## src/rtl/id_ex_stage.sv

```systemverilog
// ID/EX pipeline register: two-entry (main + skid) elastic buffer between decode and execute.
// Optional execute-idle counter enabled by defining ID_EX_BUBBLE_CNT_EN.
module id_ex_stage (
    input  logic        clk,
    input  logic        rst_n,

    input  logic        in_valid,
    output logic        in_ready,
    input  logic [31:0] in_In1,
    input  logic [31:0] in_In2,
    input  logic [1:0]  in_ALU_Op,
    input  logic [2:0]  in_funct3,
    input  logic [6:0]  in_funct7,
    input  logic [4:0]  in_rd,
    input  logic [31:0] in_PC,
    input  logic        in_RegWrite,
    input  logic        in_MemRead,
    input  logic        in_MemWrite,
    input  logic        in_MemtoReg,
    input  logic        in_Branch,

    input  logic        flush,

    output logic        out_valid,
    input  logic        out_ready,
    output logic [31:0] out_In1,
    output logic [31:0] out_In2,
    output logic [1:0]  out_ALU_Op,
    output logic [2:0]  out_funct3,
    output logic [6:0]  out_funct7,
    output logic [4:0]  out_rd,
    output logic [31:0] out_PC,
    output logic        out_RegWrite,
    output logic        out_MemRead,
    output logic        out_MemWrite,
    output logic        out_MemtoReg,
    output logic        out_Branch,

    output logic [15:0] bubble_count
);

    localparam int unsigned DATA_W   = 32;
    localparam int unsigned ALUOP_W  = 2;
    localparam int unsigned F3_W     = 3;
    localparam int unsigned F7_W     = 7;
    localparam int unsigned RD_W     = 5;
    localparam int unsigned BUBBLE_W = 16;

    typedef struct packed {
        logic [DATA_W-1:0]  in1;
        logic [DATA_W-1:0]  in2;
        logic [ALUOP_W-1:0] alu_op;
        logic [F3_W-1:0]    funct3;
        logic [F7_W-1:0]    funct7;
        logic [RD_W-1:0]    rd;
        logic [DATA_W-1:0]  pc;
        logic               reg_write;
        logic               mem_read;
        logic               mem_write;
        logic               mem_to_reg;
        logic               branch;
    } payload_t;

    payload_t main_q, main_d;
    payload_t skid_q, skid_d;
    payload_t in_payload;
    logic     main_valid_q, main_valid_d;
    logic     skid_valid_q, skid_valid_d;
    logic     in_ready_q, in_ready_d;
    logic     accept;
    logic     xfer;

    // Strip side-effecting control bits so an empty main entry presents a bubble.
    function automatic payload_t kill_ctrl(input payload_t p);
        payload_t r;
        r            = p;
        r.reg_write  = 1'b0;
        r.mem_read   = 1'b0;
        r.mem_write  = 1'b0;
        r.mem_to_reg = 1'b0;
        r.branch     = 1'b0;
        return r;
    endfunction

    always_comb begin
        in_payload.in1        = in_In1;
        in_payload.in2        = in_In2;
        in_payload.alu_op     = in_ALU_Op;
        in_payload.funct3     = in_funct3;
        in_payload.funct7     = in_funct7;
        in_payload.rd         = in_rd;
        in_payload.pc         = in_PC;
        in_payload.reg_write  = in_RegWrite;
        in_payload.mem_read   = in_MemRead;
        in_payload.mem_write  = in_MemWrite;
        in_payload.mem_to_reg = in_MemtoReg;
        in_payload.branch     = in_Branch;
    end

    assign accept = in_valid & in_ready_q;
    assign xfer   = main_valid_q & out_ready;

    // Next-state for the two entries; skid is only ever filled while main holds and stalls.
    always_comb begin
        main_d       = main_q;
        skid_d       = skid_q;
        main_valid_d = main_valid_q;
        skid_valid_d = skid_valid_q;

        if (flush) begin
            main_valid_d = 1'b0;
            skid_valid_d = 1'b0;
        end else if (!main_valid_q) begin
            if (accept) begin
                main_d       = in_payload;
                main_valid_d = 1'b1;
            end
        end else if (xfer) begin
            if (skid_valid_q) begin
                main_d       = skid_q;
                skid_valid_d = 1'b0;
            end else if (accept) begin
                main_d = in_payload;
            end else begin
                main_valid_d = 1'b0;
            end
        end else if (accept) begin
            skid_d       = in_payload;
            skid_valid_d = 1'b1;
        end

        if (!main_valid_d) begin
            main_d = kill_ctrl(main_d);
        end
        if (!skid_valid_d) begin
            skid_d = kill_ctrl(skid_d);
        end

        in_ready_d = ~skid_valid_d;
    end

    always_ff @(posedge clk or negedge rst_n) begin
        if (!rst_n) begin
            main_q       <= '0;
            skid_q       <= '0;
            main_valid_q <= 1'b0;
            skid_valid_q <= 1'b0;
            in_ready_q   <= 1'b1;
        end else begin
            main_q       <= main_d;
            skid_q       <= skid_d;
            main_valid_q <= main_valid_d;
            skid_valid_q <= skid_valid_d;
            in_ready_q   <= in_ready_d;
        end
    end

    assign in_ready     = in_ready_q;
    assign out_valid    = main_valid_q;
    assign out_In1      = main_q.in1;
    assign out_In2      = main_q.in2;
    assign out_ALU_Op   = main_q.alu_op;
    assign out_funct3   = main_q.funct3;
    assign out_funct7   = main_q.funct7;
    assign out_rd       = main_q.rd;
    assign out_PC       = main_q.pc;
    assign out_RegWrite = main_q.reg_write;
    assign out_MemRead  = main_q.mem_read;
    assign out_MemWrite = main_q.mem_write;
    assign out_MemtoReg = main_q.mem_to_reg;
    assign out_Branch   = main_q.branch;

`ifdef ID_EX_BUBBLE_CNT_EN
    logic [BUBBLE_W-1:0] bubble_q, bubble_d;

    // Saturating count of edges on which execute had nothing to consume.
    always_comb begin
        bubble_d = bubble_q;
        if (!main_valid_q && (bubble_q != {BUBBLE_W{1'b1}})) begin
            bubble_d = bubble_q + BUBBLE_W'(1);
        end
    end

    always_ff @(posedge clk or negedge rst_n) begin
        if (!rst_n) begin
            bubble_q <= '0;
        end else begin
            bubble_q <= bubble_d;
        end
    end

    assign bubble_count = bubble_q;
`else
    assign bubble_count = BUBBLE_W'(0);
`endif

endmodule

```

## config.mk

```make
export PLATFORM = sky130hd
export DESIGN_NAME = id_ex_stage
export DESIGN_NICKNAME = d
export VERILOG_FILES = /design/src/rtl/id_ex_stage.sv
export SDC_FILE = /design/constraint.sdc
export NUM_CORES = 1
export LEC_CHECK = 0
export ABC_AREA = 1
export ABC_CLOCK_PERIOD_IN_PS = 3100
export BUFFER_PORTS_ARGS = -buffer_cell sky130_fd_sc_hd__clkbuf_2
export CORE_MARGIN = 3
export CORE_UTILIZATION = 58
export DETAILED_ROUTE_END_ITERATION = 12
export MAX_ROUTING_LAYER = met4
export PLACE_DENSITY = 0.89
export SYNTH_ARGS = -nofsm -noshare
export SYNTH_HDL_FRONTEND = slang
export SYNTH_SLANG_ARGS = --single-unit
```

## constraint.sdc

```tcl
create_clock -name clk -period 3.1 [get_ports clk]
set_input_delay 0.62 -clock clk [delete_from_list [all_inputs] [get_ports clk]]
set_output_delay 0.62 -clock clk [all_outputs]
set_load 0.01 [all_outputs]
```

Word level (Yosys, flattened, before mapping) --
Index checks and enable logic that the tools add are counted.
Word-level totals: input port bits 123, logic and storage cells 58, flip-flop bits (word level) 239, output and inout bits 136
Cells by class: mux-type cells 20, reduce and logical (&&, ||, !) cells 2, bitwise gates (word level) 3, equality and inequality tests 6
Operators by type and width (number):
- two-way mux 118 bit | 9
- two-way mux 5 bit | 2
- two-way mux 1 bit | 9
- != test 2 bit (second input constant) | 4
- AND reduction 4 bit | 1
- != test 3 x 2 -> 1 bit (second input constant) | 1
- AND 1 bit | 2
- != test 2 x 1 -> 1 bit (second input constant) | 1
- AND reduction 2 bit | 1
- inverter 1 bit | 1

Depth between registers and ports, before layout --
word-level depth 8, depth in mapped cells 10, depth with buffers taken out 7

Worst setup path before layout --
OpenSTA, ideal clock, no wires.
path type input port to flip-flop, start point input port out_ready, end point register main_q, in the netlist out_ALU_Op[0], setup time 0.065 ns, buffers on the path 4, required time 3.035 ns, arrival 1.569 ns, stages on the path 10, setup slack 1.466 ns, cells stage by stage inv_1 -> nand2_1 -> nand2_1 -> buf_6 -> buf_6 -> nor2_4 -> buf_6 -> buf_6 -> nand2_1 -> nand2_1
On the way: longest elaborated chain between the ends 4
RTL lines:
- from (decl) | RTL line 25 | input logic out_ready,
- AND 1 bit | RTL line 101 | assign xfer = main_valid_q & out_ready;
- two-way mux 118 bit | RTL line 118 | end else if (xfer) begin
- two-way mux 118 bit | RTL line 113 | end else if (!main_valid_q) begin
- two-way mux 118 bit | RTL line 110 | if (flush) begin
- to (signal assigned) | RTL line 150 | main_q <= main_d;
- to (decl) | RTL line 64 | payload_t main_q, main_d;
Every way passes these cells. The select of a mux whose other input is x is not followed. A chain may end at the register's enable or synchronous reset.

Worst setup path in the final report --
start point register main_valid_q, in the netlist out_valid, end point register main_q, in the netlist out_In2[9]
On the way: longest elaborated chain between the ends 4
RTL lines:
- from (decl) | RTL line 67 | logic main_valid_q, main_valid_d;
- from (signal assigned) | RTL line 152 | main_valid_q <= main_valid_d;
- AND 1 bit | RTL line 101
- two-way mux 118 bit | RTL line 118
- two-way mux 118 bit (*) | RTL line 113
- two-way mux 118 bit (*) | RTL line 110
Mark *: on every way between the ends. The rest lies on a longest branch, timed or not. The select of a mux whose other input is x is not followed.

==> results_dict.tcl <==
set metrics [dict create \
    cts_root_buf "clkbuf_16" \
    drc 0 \
    fin_cells 1863 \
    row_count 49 \
    combinationalPowerShare_pct 17.6 \
    tightest_slew_ns 0.6914 \
    path_max_fanout 50 \
    gp_congestion 0.8687 \
    endpoint_kind "register" \
    dr.pass1.iters 5 \
    die_area_um2 20350 \
    cts_resized 0 \
    setup_viol 0 \
    cp_data_arrival_time_ns 2.64 \
    synth_ff_type "dfrtp_1" \
    clkLatencyLatePin_ns 0.52 \
    crit_cells 7 \
    final_common_cell "nand2_1" \
    synth-simple-area-share_pct 29.03 \
    ff2ff_setup_slack_ns 0.90 \
    tns_ns 0 \
    critPathKind "reg2reg" \
    final_nets 1734 \
    clock_skew_ns 0.01517 \
    postSynthAreaPerCell_um2 7.649 \
    clkPwrFrac_pct 36.4 \
    cts-buffers-inserted 26 \
    crit_family "buffers and inverters" \
    ys_warn_count 0 \
    num_vias 9789 \
    critPathMaxStageDelay_ns 0.54 \
    synth_edf_count 0 \
    clock.fmax_mhz 455.2 \
    synth_compound_area_share_pct 8.641 \
    start_util_pct 59.68 \
    worst_path_max_delay_cell "inv_2" \
    finalHoldViolCount 0 \
    postCtsSetupBuffers 0 \
    place_inst 1812 \
    synth_top_family_by_area "simple AND/OR/NAND/NOR gates" \
    whs_ns 0.09691 \
    slew_viol_final 0 \
    rsz0062_at_grt "false" \
    cts-htree-levels 1 \
    io_pins 259 \
    area_growth_pct 20.08 \
    ir_drop_uv 463.0 \
    period_share_pct 70.86 \
    drt_wl_total_mm 27.83 \
    clkTransAtPathRegs_ns 0.06 \
    cp_num_buf_inv 2 \
    dp_hpwl_mm 17.08 \
    drv_cap 0 \
    drt-wirelength-per-cell_um 14.94 \
    synth_cells 1416 \
    cts_hold_buf 0 \
    cts_buffer_depth 3 \
    grt.total_usage_pct 27.88 \
    synth_mux_area_share_pct 0 \
    syn-cell-area_um2 10830 \
    ant_nets 0 \
    synth-xor-area-share_pct 0 \
    p_switching_mw 2.608 \
    hold_path_class "in2async" \
    antenna_found_initial 2 \
    p_seq_share_pct 46.0 \
    fp.dieH_um 142.7 \
    status "complete, no violations" \
    power_density_nw_per_um2 701.4 \
    slew_headroom_pct 53.74 \
    drt_first_iter_violations 603 \
    worstPathCellList "nand2_4, inv_2, buf_4, nand2_1, nand2_1, nand2_1, nand2_1" \
    cp-start-kind "register" \
    drive_gt1_share_pct 18.76 \
    leakagePower_nw 7.399 \
    worstReg2RegStart "out_valid$_DFF_PN0_" \
    final_cell_mix "nand2_1 (807), clkbuf_2 (241), dfrtp_1 (238)" \
    cts_tree "done" \
    grt_pass1_vias 9381 \
    cts.sinks 239 \
    swShare_pct 28.59 \
    yosysSeqAreaShare_pct 55.23 \
    coreArea_um2 18150 \
    crit_required_ns 3.55 \
    fin_crit_ns 2.197 \
    intPower_mw 6.513 \
    synthDistinctLibCells 21 \
    grt_pass1_wl_mm 45.35 \
    synth-async-reset-ratio_pct 100.0 \
    synthAdderAreaFrac_pct 0 \
    r2r_end "out_In2[9]$_DFFE_PN0P_" \
    overflow 0 \
    r2r_cells 7 \
    vias_per_cell 5.254 \
    cpMostUsedCell "nand2_1" \
    die_x_um 142.7 \
    io_buffers 242 \
    ys_ff_latch 239 \
    grt_max_degree 150 \
]
area by class of cell:
class                      count  area, um^2
sequential                   239        5982
clock buffer                  40       794.5
inverter                      56       210.2
clock inverter                 8       142.6
timing repair buffer         255        1419
fill                        1407        5142
tap                          229       286.5
multi-input combinational   1033        4163
antenna                        3       7.507
metrics by stage:
stage	utilization, %	setup WS [ns]	total power, mW	area, um^2
3_5_place_dp	66.46	0.8753	5.833	12060
4_1_cts	71.62	0.9062	9.174	13000
6_report	71.66	0.9032	9.121	13010
5_1_grt	71.65	0.6967	9.606	13000
2_1_floorplan	-	1.466	5.100	10890
3_3_place_gp	66.46	0.9384	5.739	12060
layer usage:
metal | global-route usage, % | vias to the layer above | routed length (um)
met5 | - | - | 0
li1 | - | 4719 | -
met3 | 4.421 | 84 | 1987
met2 | 45.80 | 388 | 13550
met1 | 34.99 | 4598 | 11240
met4 | 10.86 | 0 | 1051
synthesized netlist by cell type, drive strengths merged, types with 6 or more instances:
cell,instances,share of area [%]
buf,54,3.4
inv,55,1.9
dfrtp,238,55
a21oi,6,0.28
nor2,7,0.31
clkbuf,49,1.7
nand2,810,28
o21ai,181,8.4
nand3,11,0.51
state kept, by name, indices dropped and copies added, names as in the netlist:
register,cells
skid_q,118
out_In1,32
out_In2,32
out_PC,32
out_funct7,7
out_rd,5
out_funct3,3
out_ALU_Op,2
in_ready,1
out_Branch,1
out_MemRead,1
out_MemWrite,1
out_MemtoReg,1
out_RegWrite,1
out_valid,1
skid_valid_q,1
power groups by stage:
stage / sequential, mW / clock [mW] / combinational (mW)
after floorplan: 4.29 / 0 / 0.810
after global placement: 4.20 / 0 / 1.54
after detailed placement: 4.23 / 0 / 1.61
after CTS: 4.18 / 3.36 / 1.62
after global routing: 4.26 / 3.50 / 1.85
final: 4.19 / 3.32 / 1.61
how the worst max path moves through the flow:
stage                              from                   endpoint  slack [ns]
CTS                 out_valid$_DFF_PN0_     out_In2[9]$_DFFE_PN0P_        0.91
global placement    out_valid$_DFF_PN0_    out_In2[12]$_DFFE_PN0P_        0.94
global route        out_valid$_DFF_PN0_    out_In2[12]$_DFFE_PN0P_        0.70
floorplan                     out_ready  out_ALU_Op[0]$_DFFE_PN0P_        1.47
finish              out_valid$_DFF_PN0_     out_In2[9]$_DFFE_PN0P_        0.90
detailed placement             in_valid    out_In1[31]$_DFFE_PN0P_        0.88
logic make-up after synthesis:
logic type	count (synthesis)
AND/OR/NAND/NOR	830
other	1
AO/OA/AOI/OAI	187
flip-flops	239
buffers and inverters	159
No activity file was read; power rests on OpenSTA's default activity.
